===== src/rtl/conv2_buf_3ch.sv =====
// conv2_buf_3ch: three-channel 5x5 sliding-window generator feeding the conv2 calc stage.
// Optional feature macro CONV2_BUF_FRAME_DONE_EN adds a frame_done pulse on the last window.
module conv2_buf_3ch #(
  parameter int IN_W   = 12,
  parameter int IN_H   = 12,
  parameter int DATA_W = 12
) (
  input  logic                     clk,
  input  logic                     rst,
  input  logic                     valid_in,
  input  logic signed [DATA_W-1:0] data_in1,
  input  logic signed [DATA_W-1:0] data_in2,
  input  logic signed [DATA_W-1:0] data_in3,
  output logic signed [DATA_W-1:0] data_out1_0, data_out1_1, data_out1_2, data_out1_3, data_out1_4,
                                   data_out1_5, data_out1_6, data_out1_7, data_out1_8, data_out1_9,
                                   data_out1_10, data_out1_11, data_out1_12, data_out1_13, data_out1_14,
                                   data_out1_15, data_out1_16, data_out1_17, data_out1_18, data_out1_19,
                                   data_out1_20, data_out1_21, data_out1_22, data_out1_23, data_out1_24,
  output logic signed [DATA_W-1:0] data_out2_0, data_out2_1, data_out2_2, data_out2_3, data_out2_4,
                                   data_out2_5, data_out2_6, data_out2_7, data_out2_8, data_out2_9,
                                   data_out2_10, data_out2_11, data_out2_12, data_out2_13, data_out2_14,
                                   data_out2_15, data_out2_16, data_out2_17, data_out2_18, data_out2_19,
                                   data_out2_20, data_out2_21, data_out2_22, data_out2_23, data_out2_24,
  output logic signed [DATA_W-1:0] data_out3_0, data_out3_1, data_out3_2, data_out3_3, data_out3_4,
                                   data_out3_5, data_out3_6, data_out3_7, data_out3_8, data_out3_9,
                                   data_out3_10, data_out3_11, data_out3_12, data_out3_13, data_out3_14,
                                   data_out3_15, data_out3_16, data_out3_17, data_out3_18, data_out3_19,
                                   data_out3_20, data_out3_21, data_out3_22, data_out3_23, data_out3_24,
  output logic                     valid_out_buf
`ifdef CONV2_BUF_FRAME_DONE_EN
  ,
  output logic                     frame_done
`endif
);

  // The live input plus DEPTH stored pixels make up the 4*IN_W+5 entry window chain.
  localparam int DEPTH = 4 * IN_W + 4;
  localparam int CW    = $clog2(IN_W);
  localparam int RW    = $clog2(IN_H);
  localparam logic [CW-1:0] COL_LAST = CW'(IN_W - 1);
  localparam logic [RW-1:0] ROW_LAST = RW'(IN_H - 1);
  localparam logic [CW-1:0] COL_MIN  = CW'(4);
  localparam logic [RW-1:0] ROW_MIN  = RW'(4);

  logic [CW-1:0]             col_cnt;
  logic [RW-1:0]             row_cnt;
  logic signed [DATA_W-1:0]  din [3];
  logic signed [DATA_W-1:0]  chain [3][DEPTH];
  logic signed [DATA_W-1:0]  win_p0 [3][25];
  logic signed [DATA_W-1:0]  tap_p1 [3][25];
  logic                      vld_p0;
  logic                      vld_p1;

  assign din[0] = data_in1;
  assign din[1] = data_in2;
  assign din[2] = data_in3;

  // Stage p0: tap (r,c) sits (4-r) rows and (4-c) pixels behind the beat being accepted.
  for (genvar ch = 0; ch < 3; ch++) begin : g_ch
    for (genvar k = 0; k < 25; k++) begin : g_tap
      localparam int OFF = (4 - k / 5) * IN_W + (4 - k % 5);
      if (OFF == 0) begin : g_live
        assign win_p0[ch][k] = din[ch];
      end else begin : g_stored
        assign win_p0[ch][k] = chain[ch][OFF-1];
      end
    end
  end

  assign vld_p0 = valid_in && (row_cnt >= ROW_MIN) && (col_cnt >= COL_MIN);

  always_ff @(posedge clk) begin
    if (rst) begin
      for (int ch = 0; ch < 3; ch++) begin
        for (int i = 0; i < DEPTH; i++) chain[ch][i] <= '0;
        for (int k = 0; k < 25; k++) tap_p1[ch][k] <= '0;
      end
    end else if (valid_in) begin
      for (int ch = 0; ch < 3; ch++) begin
        chain[ch][0] <= din[ch];
        for (int i = 1; i < DEPTH; i++) chain[ch][i] <= chain[ch][i-1];
        for (int k = 0; k < 25; k++) tap_p1[ch][k] <= win_p0[ch][k];
      end
    end
  end

  always_ff @(posedge clk) begin
    if (rst) begin
      col_cnt <= '0;
      row_cnt <= '0;
      vld_p1  <= 1'b0;
    end else begin
      vld_p1 <= vld_p0;
      if (valid_in) begin
        if (col_cnt == COL_LAST) begin
          col_cnt <= '0;
          row_cnt <= (row_cnt == ROW_LAST) ? '0 : row_cnt + 1'b1;
        end else begin
          col_cnt <= col_cnt + 1'b1;
        end
      end
    end
  end

`ifdef CONV2_BUF_FRAME_DONE_EN
  logic done_p1;

  always_ff @(posedge clk) begin
    if (rst) done_p1 <= 1'b0;
    else     done_p1 <= valid_in && (row_cnt == ROW_LAST) && (col_cnt == COL_LAST);
  end

  assign frame_done = done_p1;
`endif

  // Stage p1: registered taps and strobe leave together.
  assign valid_out_buf = vld_p1;

  assign data_out1_0  = tap_p1[0][0];  assign data_out1_1  = tap_p1[0][1];  assign data_out1_2  = tap_p1[0][2];
  assign data_out1_3  = tap_p1[0][3];  assign data_out1_4  = tap_p1[0][4];  assign data_out1_5  = tap_p1[0][5];
  assign data_out1_6  = tap_p1[0][6];  assign data_out1_7  = tap_p1[0][7];  assign data_out1_8  = tap_p1[0][8];
  assign data_out1_9  = tap_p1[0][9];  assign data_out1_10 = tap_p1[0][10]; assign data_out1_11 = tap_p1[0][11];
  assign data_out1_12 = tap_p1[0][12]; assign data_out1_13 = tap_p1[0][13]; assign data_out1_14 = tap_p1[0][14];
  assign data_out1_15 = tap_p1[0][15]; assign data_out1_16 = tap_p1[0][16]; assign data_out1_17 = tap_p1[0][17];
  assign data_out1_18 = tap_p1[0][18]; assign data_out1_19 = tap_p1[0][19]; assign data_out1_20 = tap_p1[0][20];
  assign data_out1_21 = tap_p1[0][21]; assign data_out1_22 = tap_p1[0][22]; assign data_out1_23 = tap_p1[0][23];
  assign data_out1_24 = tap_p1[0][24];

  assign data_out2_0  = tap_p1[1][0];  assign data_out2_1  = tap_p1[1][1];  assign data_out2_2  = tap_p1[1][2];
  assign data_out2_3  = tap_p1[1][3];  assign data_out2_4  = tap_p1[1][4];  assign data_out2_5  = tap_p1[1][5];
  assign data_out2_6  = tap_p1[1][6];  assign data_out2_7  = tap_p1[1][7];  assign data_out2_8  = tap_p1[1][8];
  assign data_out2_9  = tap_p1[1][9];  assign data_out2_10 = tap_p1[1][10]; assign data_out2_11 = tap_p1[1][11];
  assign data_out2_12 = tap_p1[1][12]; assign data_out2_13 = tap_p1[1][13]; assign data_out2_14 = tap_p1[1][14];
  assign data_out2_15 = tap_p1[1][15]; assign data_out2_16 = tap_p1[1][16]; assign data_out2_17 = tap_p1[1][17];
  assign data_out2_18 = tap_p1[1][18]; assign data_out2_19 = tap_p1[1][19]; assign data_out2_20 = tap_p1[1][20];
  assign data_out2_21 = tap_p1[1][21]; assign data_out2_22 = tap_p1[1][22]; assign data_out2_23 = tap_p1[1][23];
  assign data_out2_24 = tap_p1[1][24];

  assign data_out3_0  = tap_p1[2][0];  assign data_out3_1  = tap_p1[2][1];  assign data_out3_2  = tap_p1[2][2];
  assign data_out3_3  = tap_p1[2][3];  assign data_out3_4  = tap_p1[2][4];  assign data_out3_5  = tap_p1[2][5];
  assign data_out3_6  = tap_p1[2][6];  assign data_out3_7  = tap_p1[2][7];  assign data_out3_8  = tap_p1[2][8];
  assign data_out3_9  = tap_p1[2][9];  assign data_out3_10 = tap_p1[2][10]; assign data_out3_11 = tap_p1[2][11];
  assign data_out3_12 = tap_p1[2][12]; assign data_out3_13 = tap_p1[2][13]; assign data_out3_14 = tap_p1[2][14];
  assign data_out3_15 = tap_p1[2][15]; assign data_out3_16 = tap_p1[2][16]; assign data_out3_17 = tap_p1[2][17];
  assign data_out3_18 = tap_p1[2][18]; assign data_out3_19 = tap_p1[2][19]; assign data_out3_20 = tap_p1[2][20];
  assign data_out3_21 = tap_p1[2][21]; assign data_out3_22 = tap_p1[2][22]; assign data_out3_23 = tap_p1[2][23];
  assign data_out3_24 = tap_p1[2][24];

endmodule


===== config.mk =====
export PLATFORM = sky130hd
export DESIGN_NAME = conv2_buf_3ch
export DESIGN_NICKNAME = d
export VERILOG_FILES = /design/src/rtl/conv2_buf_3ch.sv
export SDC_FILE = /design/constraint.sdc
export NUM_CORES = 2
export LEC_CHECK = 0
export ABC_AREA = 0
export BUFFER_PORTS_ARGS = -buffer_cell sky130_fd_sc_hd__buf_2
export CAP_MARGIN = 10
export CORE_MARGIN = 3
export CORE_UTILIZATION = 58
export DETAILED_ROUTE_END_ITERATION = 16
export PLACE_DENSITY = 0.92
export SYNTH_ARGS = -nofsm -noshare
export SYNTH_HDL_FRONTEND = slang
export SYNTH_SLANG_ARGS = --single-unit

===== constraint.sdc =====
create_clock -name clk -period 28.9 [get_ports clk]
set_input_delay 0 -clock clk [delete_from_list [all_inputs] [get_ports clk]]
set_output_delay 0 -clock clk [all_outputs]
set_load 0.005 [all_outputs]

* Word-level counts from Yosys, hierarchy flattened
Memory sizes are Yosys's and may differ from the RTL's.
Index checks and enable logic that the tools add are counted.
** Operators by class
- $add $sub $neg :: 2
- Magnitude comparators :: 2
- Equal/unequal tests :: 2
- Mux-type cells :: 238
- Bitwise logic cells :: 231
- Reductions and logical operators :: 3
** Operators with widths (count)
- 12-bit 2-to-1 mux :: 231
- 1-bit OR :: 231
- 4-bit by 1-bit adder with 4-bit output, second input constant :: 2
- 4-bit equality test, second input constant :: 2
- 4-bit by 3-bit greater-or-equal comparator with 1-bit output, second input constant :: 2
- 4-bit 2-to-1 mux :: 2
- 1-bit 2-to-1 mux :: 5
- 1-bit logical AND :: 2
- 2-bit AND reduction :: 1
** Word-level totals
- Bits in registers :: 9
- Memory bits (writable) :: 2772
- Output and inout bits :: 901
- Logic and storage cells :: 483
- Memories kept :: 2
** Memory list
- chain :: words 3, bits a word 624, read ports 3, clocked after memory_dff 0, wr ports 3, line 48 : logic signed [DATA_W-1:0] chain [3][DEPTH];
- tap_p1 :: words 3, bits a word 300, read ports 3, clocked after memory_dff 0, wr ports 3, line 50 : logic signed [DATA_W-1:0] tap_p1 [3][25];

* Longest topological paths before layout
- Depth in word-level cells :: 4
- Mapped depth :: 7
- Mapped depth without buffers :: 4

* Worst setup path before layout
OpenSTA, ideal clock, no wires.
- Path type :: input -> register
- Start point :: input port rst
- End point :: memory chain[0][1000] (netlist bit) (enable)
- Arrival :: 22815 ps
- Slack :: 4565 ps
- Cell stages on the path :: 2
- Path buffers :: 1
- Cells stage by stage :: buf_2 or2_2
** RTL lines
- start, declared :: line 9 : input logic rst,
- end, declared :: line 48

==> qor.txt <==
status: finished clean
Final Slew Violations: 0
CP Class: in2reg
worst vdd ir: 0.05141 mV
fin crit period: 6.057 ns
Synth Flop Type: edfxtp_1
Synth Net Count: 4980
Syn Area/Cell: 15.76 µm²
CTS Root Cell: clkbuf_16
total CTS buffers: 181
Post-DP HPWL: 95850 µm
RSZ-0062 raised after global routing: false
worst-path maximum fanout: 202
CP bufs+invs: 8
IO Port Bufs: 939
worst-margin pin slew: 1.128 ns
Yosys Warn Count: 0
part of the Yosys area used for sequential elements: 73.85%
Yosys top cell by area: edfxtp_1
final hold vios: 0
Die H: 372.3 µm
routed vias: 36050
Most Frequent Cell on Critical Path: buf_12
Congestion Overflow GR: 0
Place WS: 23.21 ns
Largest stage delay, worst path: 0.86 ns
most frequent cells in the layout: 1908 x and2_1, 1908 x edfxtp_1, 939 x buf_2
final WL: 152400 µm
Synth area leaders: edfxtp_1 74%, and2_1 15%, buf_4 8.4%
synth unique cells: 29
Antenna Violating Nets Remaining: 0
cell count of the worst reg-to-reg path: 5
CTS tree: yes
number of iterations in the first detailed-routing pass: 7
vias in the first global route: 36140
Starting Density: 58.83%
post-route setup slack: 22.84 ns
# DRC: 0
Crit-path slowest cell: buf_4
ys async rst share: 0%
Min-Delay Path Depth: 3
crit-path leading delay family: buffers and inverters
CORE AREA: 132300 µm²
Seq cells post-synth: 1917
Worst slew margin: 24.83%
Pwr Density: 70.68 nW/µm²
# IOs: 940
fraction of layout cells with a size suffix above 1: 23.37%
Final period util: 20.96%
Final Core Density: 62.96%
initial drt markers: 3405
Cell Chain, Critical Path: dlygate4sd3_1 -> dlygate4sd3_1 -> buf_2 -> or2_4 -> buf_12 -> buf_12 -> buf_12 -> buf_12 -> buf_4
Placer Congestion: 0.8868
Post-synth EDFFs: 1908
Nets: 5120
row count: 133
worst min-delay path class: in2reg
Vias/cell: 5.157
Max Cap Violations: 0
Cells after Synth: 4939
total leakage power: 34.55 nW
crit path launch type: input pin
synthesized cell area: 77830 µm²
H-tree levels: 4
endpoints failing setup: 0
Fillers: 8499
Levels on crit path: 9
Clock Pin Slew Worst Setup and Hold Paths: 0.06 ns
Max Freq: 165.1 MHz
drt wl/cell: 21.80 µm
largest net degree at the start of global routing: 339
Die X: 372.3 µm
crit end category: flop
clock tree buffer depth: 3
Fin Setup TNS: 0 ns
CTS sink count: 1917
Critical Path RT: 29.30 ns
clk_skew: 0.04238 ns
P&R area growth vs syn: 7.027%
Die ar.: 138600 µm²
critical path arrival: 6.46 ns
All-Layer GR Usage: 21.52%
flop-to-flop setup slack: 27.12 ns
area share of the largest cell type after synthesis: 73.62%
initial antenna violation count: 3
Worst-Skew Late Latency: 0.80 ns
first-pass GRT wire length: 222500 µm
postcts setup bufs: 0
## flip-flops by register name, indices dropped and copies added (netlist names)
name,flops
row_cnt,4
col_cnt,4
valid_out_buf,1
chain,1284
tap_p1,624
## worst paths after layout
path / to / from
setup / recovery: chain[0][1128]$_SDFFCE_PN0P_ / rst
hold / removal: tap_p1[0][610]$_SDFFCE_PN0P_ / data_in3[10]
setup reg to reg: row_cnt[1]$_SDFFE_PP0P_ / col_cnt[0]$_SDFFE_PP0P_
hold reg to reg: chain[0][872]$_SDFFCE_PN0P_ / chain[0][884]$_SDFFCE_PN0P_
## area by class of cell
type | instances | area (µm²) | share of cell area, %
sequential | 1917 | 57480 | 69.00
multi-input combinational | 1942 | 12180 | 14.62
timing repair buffer | 1035 | 5655 | 6.789
clock buffer | 230 | 4808 | 5.772
tap | 1755 | 2196 | 2.636
clock inverter | 103 | 962.2 | 1.155
antenna | 7 | 17.52 | 0.02103
inverter | 2 | 7.507 | 0.009012
## worst reg2reg max path: cells and delay by family (launching register included)
family        cells  cell delay, ns
fa+ha+maj         1            0.22
simple gates      2            0.29
buf+inv           1            0.55
mux               1            0.24
flops             1            0.37
## Yosys cell counts (all sizes together), types with 2 or more instances
cell	instances
and2	1908
edfxtp	1908
buf	987
clkbuf	91
dfxtp	9
nor2	5
a21oi	3
mux2i	3
nand2	3
ha	2
inv	2
nand2b	2
nand3	2
nand3b	2
or3	2
## where the power goes
group | switching, mW | internal, mW | total [mW]
Clock | 1.02 | 1.28 | 2.31
Sequential | 0.0893 | 3.24 | 3.33
Combinational | 0.154 | 0.0959 | 0.250
## metal layers
metal	up-vias	wire length [µm]	share of wire, %	GRT usage, %
met5	-	22	0.014	0
met4	4	7584	5.0	10.43
met3	406	12900	8.5	5.726
met2	1603	78350	51	37.36
met1	17860	53550	35	24.75
li1	16180	-	-	-
## stage by stage
stage	cell area [µm²]	power (mW)	instances	hold slack (ns)
after floorplan	77830	3.685	4939	0.1982
after global placement	76870	3.609	6587	0.2766
after detailed placement	76870	3.624	6587	0.2808
after CTS	83280	5.922	6984	0.0005524
after global routing	83280	6.070	6984	0.03974
final	83300	5.887	6991	0.1029
## timing repair
item / CTS / global route
resized for setup: 0 / 0
hold endpoints to repair: 44 / 0
hold buffers: 64 / 0
## logic make-up (layout without fill, tap and decap cells)
group	count (synthesis)	in the layout	share of synthesized area [%]
flip-flops	1917	1917	73.85
multiplexers	3	3	0.03858
AND/OR/NAND/NOR	1930	1930	15.51
adder cells (fa/ha/maj)	2	2	0.03215
AO/OA/AOI/OAI	6	6	0.04661
XOR/XNOR	1	1	0.01126
other	0	7	0
buffers and inverters	1080	1370	10.51
(Power assumes the default switching activity.)
